[config.mk]
export PLATFORM = sky130hd
export DESIGN_NAME = fm_discrim_mc_flat
export DESIGN_NICKNAME = d
export VERILOG_FILES = /design/src/rtl/fm_discrim_mc_if.sv /design/src/rtl/fm_discrim_mc.sv /design/src/flat_wrapper.sv
export SDC_FILE = /design/constraint.sdc
export NUM_CORES = 2
export LEC_CHECK = 0
export CORE_MARGIN = 4
export CORE_UTILIZATION = 60
export CTS_CLUSTER_SIZE = 10
export DETAILED_ROUTE_END_ITERATION = 7
export GPL_ROUTABILITY_DRIVEN = 1
export GPL_TIMING_DRIVEN = 0
export PLACE_DENSITY_LB_ADDON = 0.05
export REMOVE_ABC_BUFFERS = 1
export SLEW_MARGIN = 30
export SYNTH_ARGS = -nofsm -noshare
export SYNTH_HDL_FRONTEND = slang
export SYNTH_SLANG_ARGS = --single-unit
[constraint.sdc]
create_clock -name s00_axis_aclk -period 12 [get_ports s00_axis_aclk]
set_clock_uncertainty 0.2 [all_clocks]
set_input_delay 2.4 -clock s00_axis_aclk [delete_from_list [all_inputs] [get_ports s00_axis_aclk]]
set_output_delay 2.4 -clock s00_axis_aclk [all_outputs]
set_load 0.01 [all_outputs]
[src/rtl/fm_discrim_mc_if.sv]
// AXI-stream style bus bundle for the FM discriminator: input sample stream and output product stream.
interface fm_discrim_mc_if #(
  parameter int IN_W  = 16,
  parameter int OUT_W = 32,
  parameter int CHW   = 2
);
  logic [2*IN_W-1:0]  s00_axis_tdata;
  logic               s00_axis_tvalid;
  logic               s00_axis_tlast;
  logic               s00_axis_tready;
  logic [2*OUT_W-1:0] m00_axis_tdata;
  logic               m00_axis_tvalid;
  logic               m00_axis_tready;
  logic               m00_axis_tlast;
  logic [CHW:0]       m00_axis_tuser;

  modport slave (
    input  s00_axis_tdata, s00_axis_tvalid, s00_axis_tlast, m00_axis_tready,
    output s00_axis_tready, m00_axis_tdata, m00_axis_tvalid, m00_axis_tlast, m00_axis_tuser
  );
  modport master (
    output s00_axis_tdata, s00_axis_tvalid, s00_axis_tlast, m00_axis_tready,
    input  s00_axis_tready, m00_axis_tdata, m00_axis_tvalid, m00_axis_tlast, m00_axis_tuser
  );
endinterface

[src/rtl/fm_discrim_mc.sv]
// Multi-channel FM discriminator front end: y = x[n]*conj(x[n-LAG]) per interleaved channel,
// two registered stages with full backpressure, scaled and saturated output.
module fm_discrim_mc #(
  parameter int IN_W  = 16,
  parameter int OUT_W = 32,
  parameter int NCH   = 4,
  parameter int LAG   = 1,
  parameter int SHIFT = 1,
  parameter int CHW   = (NCH > 1 ? $clog2(NCH) : 1)
) (
  input  logic           s00_axis_aclk,
  input  logic           s00_axis_areset,
  input  logic           hist_clr,
  fm_discrim_mc_if.slave axis
);
  localparam int PW  = (LAG > 1) ? $clog2(LAG) : 1;
  localparam int QW  = $clog2(LAG + 1);
  localparam int HN  = NCH * LAG;
  localparam int HIW = (HN > 1) ? $clog2(HN) : 1;
  localparam int PRW = 2 * IN_W;
  localparam int SW  = 2 * IN_W + 1;
  localparam int WW  = ((SW > OUT_W) ? SW : OUT_W) + 1;
  localparam logic signed [WW-1:0] MAXV = (WW'(1) <<< (OUT_W - 1)) - WW'(1);
  localparam logic signed [WW-1:0] MINV = ~MAXV;

  logic clk, rst;
  assign clk = s00_axis_aclk;
  assign rst = s00_axis_areset;

  logic en, acc, warm;
  logic [CHW-1:0] ch_q;
  logic [PW-1:0]  ptr_q    [NCH];
  logic [QW-1:0]  primed_q [NCH];
  logic signed [IN_W-1:0] hist_re_q [HN];
  logic signed [IN_W-1:0] hist_im_q [HN];
  logic [HIW-1:0] hidx;
  logic signed [IN_W-1:0] a, b, c, d;
  logic signed [PRW-1:0] ac_q, bd_q, bc_q, ad_q;
  logic v1_q, l1_q, ovld_q, olast_q;
  logic [CHW:0] u1_q, ouser_q;
  logic [2*OUT_W-1:0] odata_q;
  logic signed [SW-1:0] sre, sim;

  assign en  = !ovld_q || axis.m00_axis_tready;
  assign acc = axis.s00_axis_tvalid && en;
  assign axis.s00_axis_tready = en;
  assign axis.m00_axis_tvalid = ovld_q;
  assign axis.m00_axis_tdata  = odata_q;
  assign axis.m00_axis_tlast  = olast_q;
  assign axis.m00_axis_tuser  = ouser_q;

  // A clear in the same cycle as a beat makes that beat warm even if history was primed.
  always_comb begin
    hidx = HIW'(int'(ch_q) * LAG + int'(ptr_q[ch_q]));
    warm = hist_clr || (primed_q[ch_q] != QW'(LAG));
    a    = axis.s00_axis_tdata[IN_W-1:0];
    b    = axis.s00_axis_tdata[2*IN_W-1:IN_W];
    c    = warm ? '0 : hist_re_q[hidx];
    d    = warm ? '0 : hist_im_q[hidx];
    sre  = SW'(ac_q) + SW'(bd_q);
    sim  = SW'(bc_q) - SW'(ad_q);
  end

  function automatic logic [OUT_W-1:0] sat(input logic signed [SW-1:0] v);
    logic signed [WW-1:0] w;
    w = WW'(v >>> SHIFT);
    if (w > MAXV)      sat = MAXV[OUT_W-1:0];
    else if (w < MINV) sat = MINV[OUT_W-1:0];
    else               sat = w[OUT_W-1:0];
  endfunction

  always_ff @(posedge clk) begin
    if (acc) begin
      hist_re_q[hidx] <= a;
      hist_im_q[hidx] <= b;
    end
  end

  always_ff @(posedge clk) begin
    if (rst || hist_clr) begin
      for (int i = 0; i < NCH; i++) begin
        ptr_q[i]    <= '0;
        primed_q[i] <= '0;
      end
    end else if (acc) begin
      ptr_q[ch_q] <= (ptr_q[ch_q] == PW'(LAG - 1)) ? '0 : ptr_q[ch_q] + PW'(1);
      if (primed_q[ch_q] != QW'(LAG)) primed_q[ch_q] <= primed_q[ch_q] + QW'(1);
    end
  end

  always_ff @(posedge clk) begin
    if (rst) begin
      ch_q    <= '0;
      v1_q    <= 1'b0;
      l1_q    <= 1'b0;
      u1_q    <= '0;
      ac_q    <= '0;
      bd_q    <= '0;
      bc_q    <= '0;
      ad_q    <= '0;
      ovld_q  <= 1'b0;
      olast_q <= 1'b0;
      ouser_q <= '0;
      odata_q <= '0;
    end else if (en) begin
      v1_q    <= acc;
      l1_q    <= axis.s00_axis_tlast;
      u1_q    <= {warm, ch_q};
      ac_q    <= PRW'(a) * PRW'(c);
      bd_q    <= PRW'(b) * PRW'(d);
      bc_q    <= PRW'(b) * PRW'(c);
      ad_q    <= PRW'(a) * PRW'(d);
      ovld_q  <= v1_q;
      olast_q <= l1_q;
      ouser_q <= u1_q;
      odata_q <= {sat(sim), sat(sre)};
      // tlast resynchronises the channel tag regardless of where in the rotation it lands
      if (acc)
        ch_q <= (axis.s00_axis_tlast || ch_q == CHW'(NCH - 1)) ? '0 : ch_q + CHW'(1);
    end
  end
endmodule

[src/flat_wrapper.sv]
// flat-port wrapper written by rule: the top's interface ports become plain ports
module fm_discrim_mc_flat 
#(
  parameter int IN_W  = 16,
  parameter int OUT_W = 32,
  parameter int NCH   = 4,
  parameter int LAG   = 1,
  parameter int SHIFT = 1,
  parameter int CHW   = (NCH > 1 ? $clog2(NCH) : 1)
)
  (s00_axis_aclk, s00_axis_areset, hist_clr, axis_s00_axis_tdata, axis_s00_axis_tvalid, axis_s00_axis_tlast, axis_m00_axis_tready, axis_s00_axis_tready, axis_m00_axis_tdata, axis_m00_axis_tvalid, axis_m00_axis_tlast, axis_m00_axis_tuser);
  fm_discrim_mc_if #(.IN_W(IN_W), .OUT_W(OUT_W), .CHW(CHW)) axis_i ();
  input  logic s00_axis_aclk;
  input  logic s00_axis_areset;
  input  logic hist_clr;
  input wire logic [$bits(axis_i.s00_axis_tdata)-1:0] axis_s00_axis_tdata;
  input wire logic [$bits(axis_i.s00_axis_tvalid)-1:0] axis_s00_axis_tvalid;
  input wire logic [$bits(axis_i.s00_axis_tlast)-1:0] axis_s00_axis_tlast;
  input wire logic [$bits(axis_i.m00_axis_tready)-1:0] axis_m00_axis_tready;
  output wire logic [$bits(axis_i.s00_axis_tready)-1:0] axis_s00_axis_tready;
  output wire logic [$bits(axis_i.m00_axis_tdata)-1:0] axis_m00_axis_tdata;
  output wire logic [$bits(axis_i.m00_axis_tvalid)-1:0] axis_m00_axis_tvalid;
  output wire logic [$bits(axis_i.m00_axis_tlast)-1:0] axis_m00_axis_tlast;
  output wire logic [$bits(axis_i.m00_axis_tuser)-1:0] axis_m00_axis_tuser;
  assign axis_i.s00_axis_tdata = axis_s00_axis_tdata;
  assign axis_i.s00_axis_tvalid = axis_s00_axis_tvalid;
  assign axis_i.s00_axis_tlast = axis_s00_axis_tlast;
  assign axis_i.m00_axis_tready = axis_m00_axis_tready;
  assign axis_s00_axis_tready = axis_i.s00_axis_tready;
  assign axis_m00_axis_tdata = axis_i.m00_axis_tdata;
  assign axis_m00_axis_tvalid = axis_i.m00_axis_tvalid;
  assign axis_m00_axis_tlast = axis_i.m00_axis_tlast;
  assign axis_m00_axis_tuser = axis_i.m00_axis_tuser;
  fm_discrim_mc #(.IN_W(IN_W), .OUT_W(OUT_W), .NCH(NCH), .LAG(LAG), .SHIFT(SHIFT), .CHW(CHW)) u_core (.s00_axis_aclk(s00_axis_aclk), .s00_axis_areset(s00_axis_areset), .hist_clr(hist_clr), .axis(axis_i));
endmodule
==> flow_summary_export.csv <==
group,metric,value,unit
hold_path,hp-start,"u_core.axis.m00_axis_tdata[62]",
floorplanning,fp-row-count,110,
floorplanning,start_util,60.4,%
logic_synthesis,post-synth-top-area-fraction,38.7,%
layout,layout_common_cells,"1175 x inv_1, 1050 x fa_1, 806 x nand2_1, 492 x and2_1, 394 x ha_1",
flow_run,max_cap_viol_count,0,
logic_synthesis,yosysSeqAreaShare,14.9,%
sta,finalSetupViolCount,0,
global_routing,met1_usage,42.7,%
global_routing,grt_pass1_vias,41500,
floorplanning,fp.dieH,309,um
routing,vias,38900,
setup_path,crit_required,12280,ps
cts,root_buffer,"clkbuf_16",
logic_synthesis,syn_area,0.0542,mm^2
hold_path,hp-class,"flop to flop",
hold_path,hold_path_depth,2,
cts,clk_pin_slew,50,ps
logic_synthesis,synthDistinctLibCells,80,
power,comb_power_share,54.4,%
sta,slew_headroom,32.4,%
power,switchingPower,2.60,mW
cts,h-tree-depth,2,
cts,cts_tree,"yes",
cts,numCtsBuffers,43,
setup_path,worstSetupStartpoint,"hist_clr",
place,place.gp.congestion,0.916,
setup_path,crit_path_start_kind,"primary input",
sta,worst_slew_pin_slew,1010,ps
floorplanning,io_pins,108,
global_routing,grt_overflow,0,
routing,ant_nets,0,
power,intPower,3.48,mW
setup_path,critPathCaptureType,"flop",
power,power.density,102,mW/mm^2
setup_path,rr_worst_depth,26,
layout,antenna_cells,0,
layout,drive_gt1_share,5.11,%
global_routing,gr-max-usage-layer,"met2",
global_routing,grt.met2_usage,50.4,%
layout,fin_cells,6968,
sta,slew_violations,0,
cts,clock_path_buffers,3,
routing,wl,137000,um
cts,cts_resized,0,
global_routing,grt_pass1_wl,228000,um
setup_path,r2r-end,"u_core.ad_q[30]",
cts,postCtsSetupBuffers,0,
logic_synthesis,synth.area.top_cells,"fa_1 39%, ha_1 9.1%, inv_1 8.1%, dfxtp_1 7.6%, edfxtp_1 7.3%",
sta,max_freq,96.6,MHz
sta,hold_viol_final,0,
sta,min_period,10350,ps
logic_synthesis,synth-seq-cells,338,
place,dp_hpwl,111000,um
global_routing,grt_antenna_before_repair,0,
sta,rsz0062_at_grt,"no",
place,dpl_cell_area,0.0581,mm^2
place,dp_cells,6891,
floorplanning,die-width,309,um
layout,syn_to_final_growth,9.51,%
setup_path,path_max_fanout,22,
cts,clock_latency,610,ps
logic_synthesis,synthFlopType,"dfxtp_1",
floorplanning,core,0.0899,mm^2
hold_path,whs_endpoint,"u_core.axis.m00_axis_tdata[62]",
global_routing,grt_max_degree,63,
power,switching_share,42.8,%
routing,wl_per_cell,19.6,um
layout,final_common_cell,"inv_1",
cts,postCtsHoldBufs,0,
layout,utilization,66.1,%
place,portBuffers,107,
routing,post_drt_via_cell_ratio,5.59,
power,p_clk_share,21.0,%
logic_synthesis,yosys_warnings,0,
setup_path,ff2ff_setup_slack,3270,ps
sta,fin_tns_setup,0,ps
routing,drcViolationCount,0,
routing,first_pass_iters,5,
status,status,"finished, final reports clean",
setup_path,arrival,10630,ps
layout,final_area,0.0594,mm^2
logic_synthesis,synth-async-reset-ratio,0,%
cts,numClockSinks,338,
logic_synthesis,synth_top_area_cell,"fa_1",
layout,nets,7242,
logic_synthesis,synth_edf_count,132,
floorplanning,die_area,0.0953,mm^2
power,p_leak,29.0,nW
power,peakVddDrop,0.000105,V
global_routing,gr-usage-met3,3.45,%
logic_synthesis,synth_area_per_cell,9.35,um^2
setup_path,path_class,"primary input to flop",
layout,fillCellCount,7390,
routing,first_iter_violations,2764,
logic_synthesis,synthCells,5799,
global_routing,grt_use_total,30.6,%
sta,min_period_over_period,86.3,%
power,pwr-share-seq,24.6,%
## through the flow
stage,setup slack (ps),power (mW),hold WS (ps)
2_1_floorplan,-753,3.73,221
4_1_cts,1560,6.12,248
3_3_place_gp,-13080,4.69,236
5_1_grt,1210,6.60,266
6_report,1650,6.09,245
3_5_place_dp,917,4.82,242
## sequential cells by signal, indices dropped and copies added, names as in the netlist, named ones only
register	flops
u_core.hist_re_q	64
u_core.l1_q	1
u_core.axis.m00_axis_tuser	3
u_core.axis.m00_axis_tdata	64
u_core.hist_im_q	64
u_core.u1_q	3
u_core.ac_q	32
u_core.bd_q	32
u_core.bc_q	32
u_core.primed_q	4
u_core.axis.m00_axis_tvalid	1
u_core.ch_q	2
u_core.v1_q	1
u_core.ad_q	32
u_core.axis.m00_axis_tlast	1
## how the worst max path moves through the flow
stage,to,slack (ps),depth (start not counted)
finish,u_core.ad_q[30],1650,26
CTS,u_core.ad_q[30],1560,26
floorplan,u_core.axis.m00_axis_tdata[25],-750,5
detailed placement,u_core.ad_q[30],920,26
global placement,u_core.axis.m00_axis_tdata[25],-13080,6
global route,u_core.ad_q[30],1210,26
## routing by layer
layer  vias to the layer above  routed length (um)
li1                      17700                   -
met1                     19800               58000
met2                      1198               64300
met3                       181                8310
met4                         0                5900
met5                         -                   0
## layout make-up
type | instances | area [um^2] | area share [%]
Clock inverter | 10 | 138 | 0.232
Inverter | 1176 | 4420 | 7.44
Multi-Input combinational cell | 4011 | 41000 | 69.0
Sequential cell | 338 | 8100 | 13.6
Clock buffer | 67 | 1190 | 2.00
Timing Repair Buffer | 190 | 3110 | 5.24
Tap cell | 1176 | 1470 | 2.48
## power groups by stage
stage / clock network (mW) / registers, mW / logic [mW]
after floorplan: 0 / 1.54 / 2.19
after global placement: 0 / 1.53 / 3.16
after detailed placement: 0 / 1.52 / 3.29
after CTS: 1.30 / 1.50 / 3.31
after global routing: 1.35 / 1.52 / 3.73
final: 1.28 / 1.50 / 3.31
## cell usage after synthesis, types with 8 or more instances
cell type / number
or2_2: 24
nor3_1: 24
nor2b_1: 44
mux4_2: 33
dfxtp_1: 206
nor2_1: 146
ha_1: 394
a21o_1: 70
nand2b_1: 23
a31oi_1: 18
and3_1: 27
nand4_1: 10
fa_1: 1050
buf_1: 12
inv_1: 1175
xor2_1: 59
o21ai_0: 117
o21ai_1: 17
o211ai_1: 13
edfxtp_1: 132
a21oi_1: 247
clkbuf_1: 259
o31ai_1: 8
nand3_1: 30
o21bai_1: 34
nand2_1: 806
or3_1: 10
o21a_1: 23
a211oi_1: 42
and2_1: 492
xnor2_1: 130
## cell families after synthesis
| logic type | after synthesis | share of synthesized area (%) |
|---|---|---|
| AOI/OAI and AO/OA | 685 | 8.10 |
| xor gates and xnor gates | 189 | 3.05 |
| adders and majority gates | 1444 | 47.8 |
| buffers and inverters | 1450 | 10.0 |
| DFF | 338 | 14.9 |
| muxes | 35 | 1.41 |
| and+or+nand+nor | 1658 | 14.7 |
## critical path, stage by stage
cell	delay, ps
clkdlybuf4s50_1	420
nand2b_4	330
buf_16	290
nor2b_4	510
nand2_1	160
fa_1	550
inv_1	50
fa_1	490
inv_1	50
fa_1	520
inv_1	50
fa_1	470
fa_1	490
inv_1	50
fa_1	470
inv_1	40
ha_1	350
and3_1	230
a221oi_2	510
nor2_1	150
a211oi_2	500
a21oi_1	150
a2111oi_2	500
a21oi_1	150
xnor2_1	580
o21ai_1	120
No activity file was read; power rests on OpenSTA's default activity.
